[src/rtl/updi_rx_handler.sv]
// UPDI receive-path sequencer: reads bytes from an input FIFO and forwards, acknowledges or discards them.
// Optional stall timeout is compiled in when UPDI_RX_TIMEOUT_EN is defined.
module updi_rx_handler #(
    parameter int         BITS_N    = 8,
    parameter logic [7:0] ACK_VALUE = 8'h40,
    parameter int         TIMEOUT_W = 16
) (
    input  logic                 clk,
    input  logic                 rst,
    input  logic                 start,
    input  logic [1:0]           mode,
    input  logic [BITS_N-1:0]    n_bytes,
    input  logic [TIMEOUT_W-1:0] timeout_cycles,
    output logic                 ready,
    output logic                 done,
    output logic                 ack_received,
    output logic                 ack_error,
    output logic                 timeout,
    output logic                 mode_error,
    output logic [BITS_N-1:0]    count,
    input  logic [7:0]           in_fifo_data,
    input  logic                 in_fifo_empty,
    output logic                 in_fifo_rd_en,
    output logic [7:0]           out_fifo_data,
    input  logic                 out_fifo_full,
    output logic                 out_fifo_wr_en
);

    typedef enum logic [2:0] {
        S_IDLE,
        S_READ,
        S_FORWARD,
        S_CHECK,
        S_DONE
    } state_t;

    localparam logic [1:0] MODE_READ    = 2'd0;
    localparam logic [1:0] MODE_ACK     = 2'd1;
    localparam logic [1:0] MODE_DISCARD = 2'd2;
    localparam logic [1:0] MODE_RSVD    = 2'd3;

    state_t            state;
    logic [1:0]        mode_q;
    logic [BITS_N-1:0] n_q;
    logic [BITS_N-1:0] count_inc;

    assign count_inc = count + 1'b1;

    // Strobes are pure decodes of the state, so they can never outlive the state that owns them.
    assign ready          = (state == S_IDLE);
    assign done           = (state == S_DONE);
    assign in_fifo_rd_en  = (state == S_READ) && !in_fifo_empty;
    assign out_fifo_wr_en = (state == S_FORWARD) && !out_fifo_full;
    assign out_fifo_data  = (state == S_FORWARD) ? in_fifo_data : 8'h00;

`ifdef UPDI_RX_TIMEOUT_EN
    logic [TIMEOUT_W-1:0] stall;
    logic [TIMEOUT_W-1:0] limit_q;
    logic [TIMEOUT_W-1:0] stall_inc;

    assign stall_inc = stall + 1'b1;
`else
    logic unused_timeout_cycles;

    assign unused_timeout_cycles = &{1'b0, timeout_cycles};
    assign timeout               = 1'b0;
`endif

    always_ff @(posedge clk) begin
        if (rst) begin
            state        <= S_IDLE;
            mode_q       <= MODE_READ;
            n_q          <= '0;
            count        <= '0;
            ack_received <= 1'b0;
            ack_error    <= 1'b0;
            mode_error   <= 1'b0;
`ifdef UPDI_RX_TIMEOUT_EN
            timeout      <= 1'b0;
            stall        <= '0;
            limit_q      <= '0;
`endif
        end else begin
            case (state)
                S_IDLE: begin
                    if (start) begin
                        mode_q <= mode;
                        n_q    <= n_bytes;
                        count  <= '0;
`ifdef UPDI_RX_TIMEOUT_EN
                        stall   <= '0;
                        limit_q <= timeout_cycles;
`endif
                        if (mode == MODE_RSVD) begin
                            mode_error <= 1'b1;
                            state      <= S_DONE;
                        end else if (mode != MODE_ACK && n_bytes == '0) begin
                            state <= S_DONE;
                        end else begin
                            state <= S_READ;
                        end
                    end
                end

                S_READ: begin
                    if (!in_fifo_empty) begin
                        count <= count_inc;
`ifdef UPDI_RX_TIMEOUT_EN
                        stall <= '0;
`endif
                        case (mode_q)
                            MODE_READ:    state <= S_FORWARD;
                            MODE_ACK:     state <= S_CHECK;
                            MODE_DISCARD: state <= (count_inc == n_q) ? S_DONE : S_READ;
                            default:      state <= S_DONE;
                        endcase
                    end
`ifdef UPDI_RX_TIMEOUT_EN
                    else if (limit_q != '0 && stall_inc == limit_q) begin
                        timeout <= 1'b1;
                        state   <= S_DONE;
                    end else begin
                        stall <= stall_inc;
                    end
`endif
                end

                S_FORWARD: begin
                    // The FIFO holds its read data until the next rd_en, so waiting here keeps the byte intact.
                    if (!out_fifo_full) begin
                        state <= (count == n_q) ? S_DONE : S_READ;
                    end
                end

                S_CHECK: begin
                    if (in_fifo_data == ACK_VALUE) begin
                        ack_received <= 1'b1;
                    end else begin
                        ack_error <= 1'b1;
                    end
                    state <= S_DONE;
                end

                S_DONE: begin
                    // Status flags are only meaningful alongside done, so they are cleared on the way out.
                    ack_received <= 1'b0;
                    ack_error    <= 1'b0;
                    mode_error   <= 1'b0;
`ifdef UPDI_RX_TIMEOUT_EN
                    timeout      <= 1'b0;
`endif
                    state        <= S_IDLE;
                end

                default: state <= S_IDLE;
            endcase
        end
    end

endmodule

[config.mk]
export PLATFORM = sky130hd
export DESIGN_NAME = updi_rx_handler
export DESIGN_NICKNAME = d
export VERILOG_FILES = /design/src/rtl/updi_rx_handler.sv
export SDC_FILE = /design/constraint.sdc
export NUM_CORES = 1
export LEC_CHECK = 0
export BUFFER_PORTS_ARGS = -buffer_cell sky130_fd_sc_hd__clkbuf_2
export CAP_MARGIN = 20
export CORE_AREA = 2 2 71 73
export CTS_CLUSTER_DIAMETER = 40
export DETAILED_ROUTE_END_ITERATION = 8
export DIE_AREA = 0 0 73 75
export PLACE_DENSITY = 0.62
export SLEW_MARGIN = 20
export SYNTH_ARGS = -nofsm -noshare
export SYNTH_HDL_FRONTEND = slang
export SYNTH_SLANG_ARGS = --single-unit
[constraint.sdc]
create_clock -name clk -period 1.7 [get_ports clk]
set_input_delay 0.255 -clock clk [delete_from_list [all_inputs] [get_ports clk]]
set_output_delay 0.255 -clock clk [all_outputs]
set_load 0.005 [all_outputs]
## Word level (Yosys, flattened, before mapping)

Cells that the tools add are included.

| word-level totals | value |
|---|---|
| register bits | 24 |
| input port bits | 39 |
| output and inout port bits | 24 |
| logic and storage cells | 62 |

| cells by class | value |
|---|---|
| add/subtract/negate cells | 1 |
| eq/ne operators | 17 |
| multiplexer cells | 20 |
| reductions and logical operators | 17 |

Operator list:

| cell | count |
|---|---|
| $mux 8 | 3 |
| $mux 3 | 7 |
| $eq 8x8->1 | 2 |
| $pmux 8 s2 | 1 |
| $pmux 3 s4 | 1 |
| $ne 2x2->1 const B | 5 |
| $pmux 3 s3 | 1 |
| $reduce_and 3->1 | 3 |
| $add 8x1->8 const B | 1 |
| $eq 8x7->1 const B | 1 |
| $logic_not 8->1 | 1 |
| $eq 3x2->1 const B | 2 |
| $pmux 1 s2 | 3 |
| $reduce_and 2->1 | 3 |
| $reduce_bool 2->1 | 3 |
| $eq 2x2->1 const B | 2 |
| $mux 1 | 4 |
| $ne 2x1->1 const B | 2 |
| $eq 3x1->1 const B | 1 |
| $eq 3x3->1 const B | 1 |
| $logic_and 1x1->1 | 3 |
| $logic_not 3->1 | 1 |
| $eq 2x1->1 const B | 1 |
| $logic_not 1->1 | 2 |
| $logic_not 2->1 | 1 |

## Logic depth before layout (Yosys ltp)

| depth | value |
|---|---|
| word-level depth | 6 |
| gate-level depth with buffers | 8 |
| mapped depth without buffers | 7 |

## Worst setup path after synthesis

Ideal clock, no wire load.

| timing path | value |
|---|---|
| path type | register to register |
| start | register count[0] |
| end | register state[0] |
| setup time | 0.120 ns |
| arrival | 1.673 ns |
| data required time | 1.580 ns |
| path slack | -0.092 ns |
| cell stages (with the launch flop) | 8 |
| buffers on the path | 0 |
| period minus slack after synthesis | 1.792 ns |
| path through | dfxtp_1 > ha_1 > nand2b_1 > o211ai_1 > a31oi_1 > nor4_1 > a21oi_1 > o31a_1 |

| on the way | value |
|---|---|
| cells in the longest elaborated chain, start to end | 6 |
| elaborated cells on any way between the ends | 9 |
| those cells by class | add/sub (1); eq/ne (2); mux (6) |

Ends and longest elaborated chain:

| item | RTL line | source |
|---|---|---|
| start, declared | 20 | `output logic [BITS_N-1:0] count,` |
| start signal, assigned | 107 | `count <= count_inc;` |
| $add 8x1->8 | 47 | `assign count_inc = count + 1'b1;` |
| $eq 8x8->1 | 114 | `MODE_DISCARD: state <= (count_inc == n_q) ? S_DONE : S_READ;` |
| $mux 3 | 114 |  |
| $pmux 3 s3 | 111 | `case (mode_q)` |
| $mux 3 | 106 | `if (!in_fifo_empty) begin` |
| $pmux 3 s4 * | 84 | `case (state)` |
| end signal, assigned | 114 |  |
| end signal, assigned | 131 | `state <= (count == n_q) ? S_DONE : S_READ;` |
| end, declared | 42 | `state_t state;` |

Mark *: on every way between the ends. The rest lies on a longest branch, timed or not. The select of a mux whose other input is x is not followed.
A chain may end at the register's enable or synchronous reset.

## Worst setup path after layout

| timing path | value |
|---|---|
| start | register count[1] |
| end | register state[0] |

Same word-level chain as after synthesis.

==> results.sh <==
export IMPL_place_hpwl_microns=3090
export IMPL_synth_seq_area_share=0.321
export IMPL_layout_commonest_cell="clkbuf_2"
export IMPL_fin_ws_ns=-0.0137
export IMPL_wl_per_cell_microns=12.9
export IMPL_finalNonFillerCells=315
export IMPL_worstHoldStart="n_bytes[7]"
export IMPL_gp_congestion=0.804
export IMPL_cts_root_buf="clkbuf_8"
export IMPL_worst_clock_skew_ns=0.00576
export IMPL_clk_pin_slew_worst_paths_ns=0.09
export IMPL_avgSynthCellArea_sq_um=7.72
export IMPL_synthCells=194
export IMPL_synth_area_top_cells="dfxtp_1, nand2_1, a21oi_1"
export IMPL_grt_pass1_vias=1394
export IMPL_hp_class="in -> reg"
export IMPL_grtUsageTotal=0.154
export IMPL_required_ns=1.86
export IMPL_synth_main_ff_cell="dfxtp_1"
export IMPL_worst_path_buf_inv=0
export IMPL_r2r_slack_ns=-0.01
export IMPL_power_density_nw_per_um2=666
export IMPL_cts_buffer_depth=2
export IMPL_antenna_found_initial=0
export IMPL_crit_type="reg -> reg"
export IMPL_maxCapViolCount=0
export IMPL_slowest_delay_ns=0.38
export IMPL_async_flop_share=0
export IMPL_netlist_area_sq_um=1500
export IMPL_period_needed_ns=1.71
export IMPL_grt_pass1_wl_microns=6600
export IMPL_cellLeakagePower_nw=0.922
export IMPL_status="complete, but fails checks"
export IMPL_vias=1567
export IMPL_finalHoldViolCount=0
export IMPL_rows=25
export IMPL_n_fill_cell=459
export IMPL_rr_startpoint="count[1]$_SDFFE_PP0P_"
export IMPL_numCtsBuffers=3
export IMPL_first_pass_iters=4
export IMPL_drive_gt1_frac=0.387
export IMPL_diodes=0
export IMPL_critical_path_top_delay_family="compound AO/OA/AOI/OAI gates"
export IMPL_io_buffers=45
export IMPL_worst_path_max_fanout=5
export IMPL_crit_path_end_kind="flop"
export IMPL_max_clock_freq_mhz=584
export IMPL_period_share=1.01
export IMPL_h_tree_depth=1
export IMPL_finalSetupViolCount=1
export IMPL_vias_per_cell=4.97
export IMPL_drc=0
export IMPL_clock_sinks=24
export IMPL_dieArea_sq_um=5480
export IMPL_placed_cells=305
export IMPL_ios=63
export IMPL_yosys_warnings=0
export IMPL_drt_total_wl_microns=4080
export IMPL_ctsHoldBuffers=0
export IMPL_die_h_microns=75
export IMPL_violations="setup timing"
export IMPL_ant_nets=0
export IMPL_start_kind="flop"
export IMPL_critical_path_arrival_ns=1.88
export IMPL_insertion_delay_ns=0.27
export IMPL_yosysUniqueCellTypes=51
export IMPL_final_nets=302
export IMPL_vdd_drop_max_mv=0.308
export IMPL_area_growth_pct=38.8
export IMPL_synth_edf_count=0
export IMPL_grt_overflow=0
export IMPL_maxSlewViolCount=0
export IMPL_synth_nets=234
export IMPL_layout_common_cells="clkbuf_2, buf_4, nand2_1"
export IMPL_fp_coreArea_sq_um=4660
export IMPL_drtIter0Drc=39
export IMPL_die_w_microns=73
export IMPL_rsz0062_at_grt="yes"
export IMPL_synth_seq_cells=24
export IMPL_whs_ns=0.206
export IMPL_cts_tree="built"
export IMPL_yosysTopAreaCell="dfxtp_1"
export IMPL_grt_max_degree=23
export IMPL_startpoint="count[1]$_SDFFE_PP0P_"
export IMPL_slowest_stage="dfxtp_4"
export IMPL_initial_utilization=0.321
export IMPL_crit_path_cell_trace="ha_4, nand2b_4, o211ai_1, a31oi_1, nor4_2, a21oi_1, o31a_1"
export IMPL_synth_top_area_frac=0.321
[synth_stat cells (3+ instances only)]
cell type,number
nand2_1,28
dfxtp_1,24
a21oi_1,20
nor2_1,13
xnor2_1,11
nor3_1,10
and3_1,8
xor2_1,7
buf_4,5
clkbuf_1,5
nand2b_1,5
nand3_1,5
nand4_1,4
a31oi_1,3
inv_1,3
o211ai_1,3
o21ai_0,3
[routing by layer]
| metal | vias up | share of wire | global-route usage | routed length (microns) |
|---|---|---|---|---|
| met4 | 0 | 0.0086 | 0.0494 | 35 |
| li1 | 813 | - | - | - |
| met3 | 4 | 0.024 | 0.0201 | 98 |
| met1 | 717 | 0.49 | 0.222 | 1990 |
| met2 | 33 | 0.48 | 0.239 | 1950 |
| met5 | - | 0 | 0 | 0 |
[layout make-up]
cell class / count / area, sq um / share of cell area
multi-input cells: 152 / 971 / 0.467
well taps: 54 / 67.6 / 0.0325
clock buffers: 4 / 55.1 / 0.0265
inverters: 4 / 15.0 / 0.00722
repair buffers: 77 / 478 / 0.230
flip-flops and latches: 24 / 493 / 0.237
[power by group]
group          total, mW  switching [mW]  internal [mW]
clock network      0.394           0.187          0.207
registers          0.624          0.0336          0.591
logic              0.367           0.188          0.178
total               1.39           0.409          0.976
[logic make-up after synthesis]
family,after synthesis,share of synthesized area
other,1,0.00250
and+or+nand+nor,89,0.311
buffers and inverters,18,0.0718
muxes,1,0.00668
xor gates and xnor gates,18,0.105
DFF,24,0.321
adders and majority gates,1,0.00835
AOI/OAI and AO/OA,42,0.174
[worst reg2reg max path: cells and delay by family (launching register included)]
kind / cells / cell delay [ns]
simple gates: 2 / 0.48
flops: 1 / 0.38
fa+ha+maj: 1 / 0.18
compound gates: 4 / 0.57
[path summary, 6_finish.rpt]
check | end | depth (start not counted)
setup / recovery | state[0]$_SDFFE_PP0P_ | 7
hold reg to reg | ack_error$_SDFFE_PP0P_ | 2
setup reg to reg | state[0]$_SDFFE_PP0P_ | 7
hold / removal | n_q[7]$_SDFFE_PP0P_ | 3
[repair_timing]
item	in CTS	in global routing
gates resized for setup	11	4
buffers inserted	1	5
endpoints found under the setup margin	3	12
pin swaps	6	7
[flip-flops by register name (all words and copies together), names as in the netlist]
register / cells
count: 8
n_q: 8
state: 3
mode_q: 2
ack_error: 1
ack_received: 1
mode_error: 1
[through the flow]
step | cell area, sq um | setup TNS [ns] | setup WS [ns] | total power, mW | util
floorplan | 1510 | 0 | 0.0453 | 0.846 | -
global placement | 1920 | -0.0982 | -0.0797 | 0.984 | 0.411
detailed placement | 1920 | -0.148 | -0.111 | 0.985 | 0.411
CTS | 2030 | -0.0574 | -0.0574 | 1.39 | 0.435
global route | 2080 | -0.210 | -0.116 | 1.47 | 0.446
finish | 2080 | -0.0137 | -0.0137 | 1.39 | 0.446
Note: power is estimated with default switching activity, not from simulation.
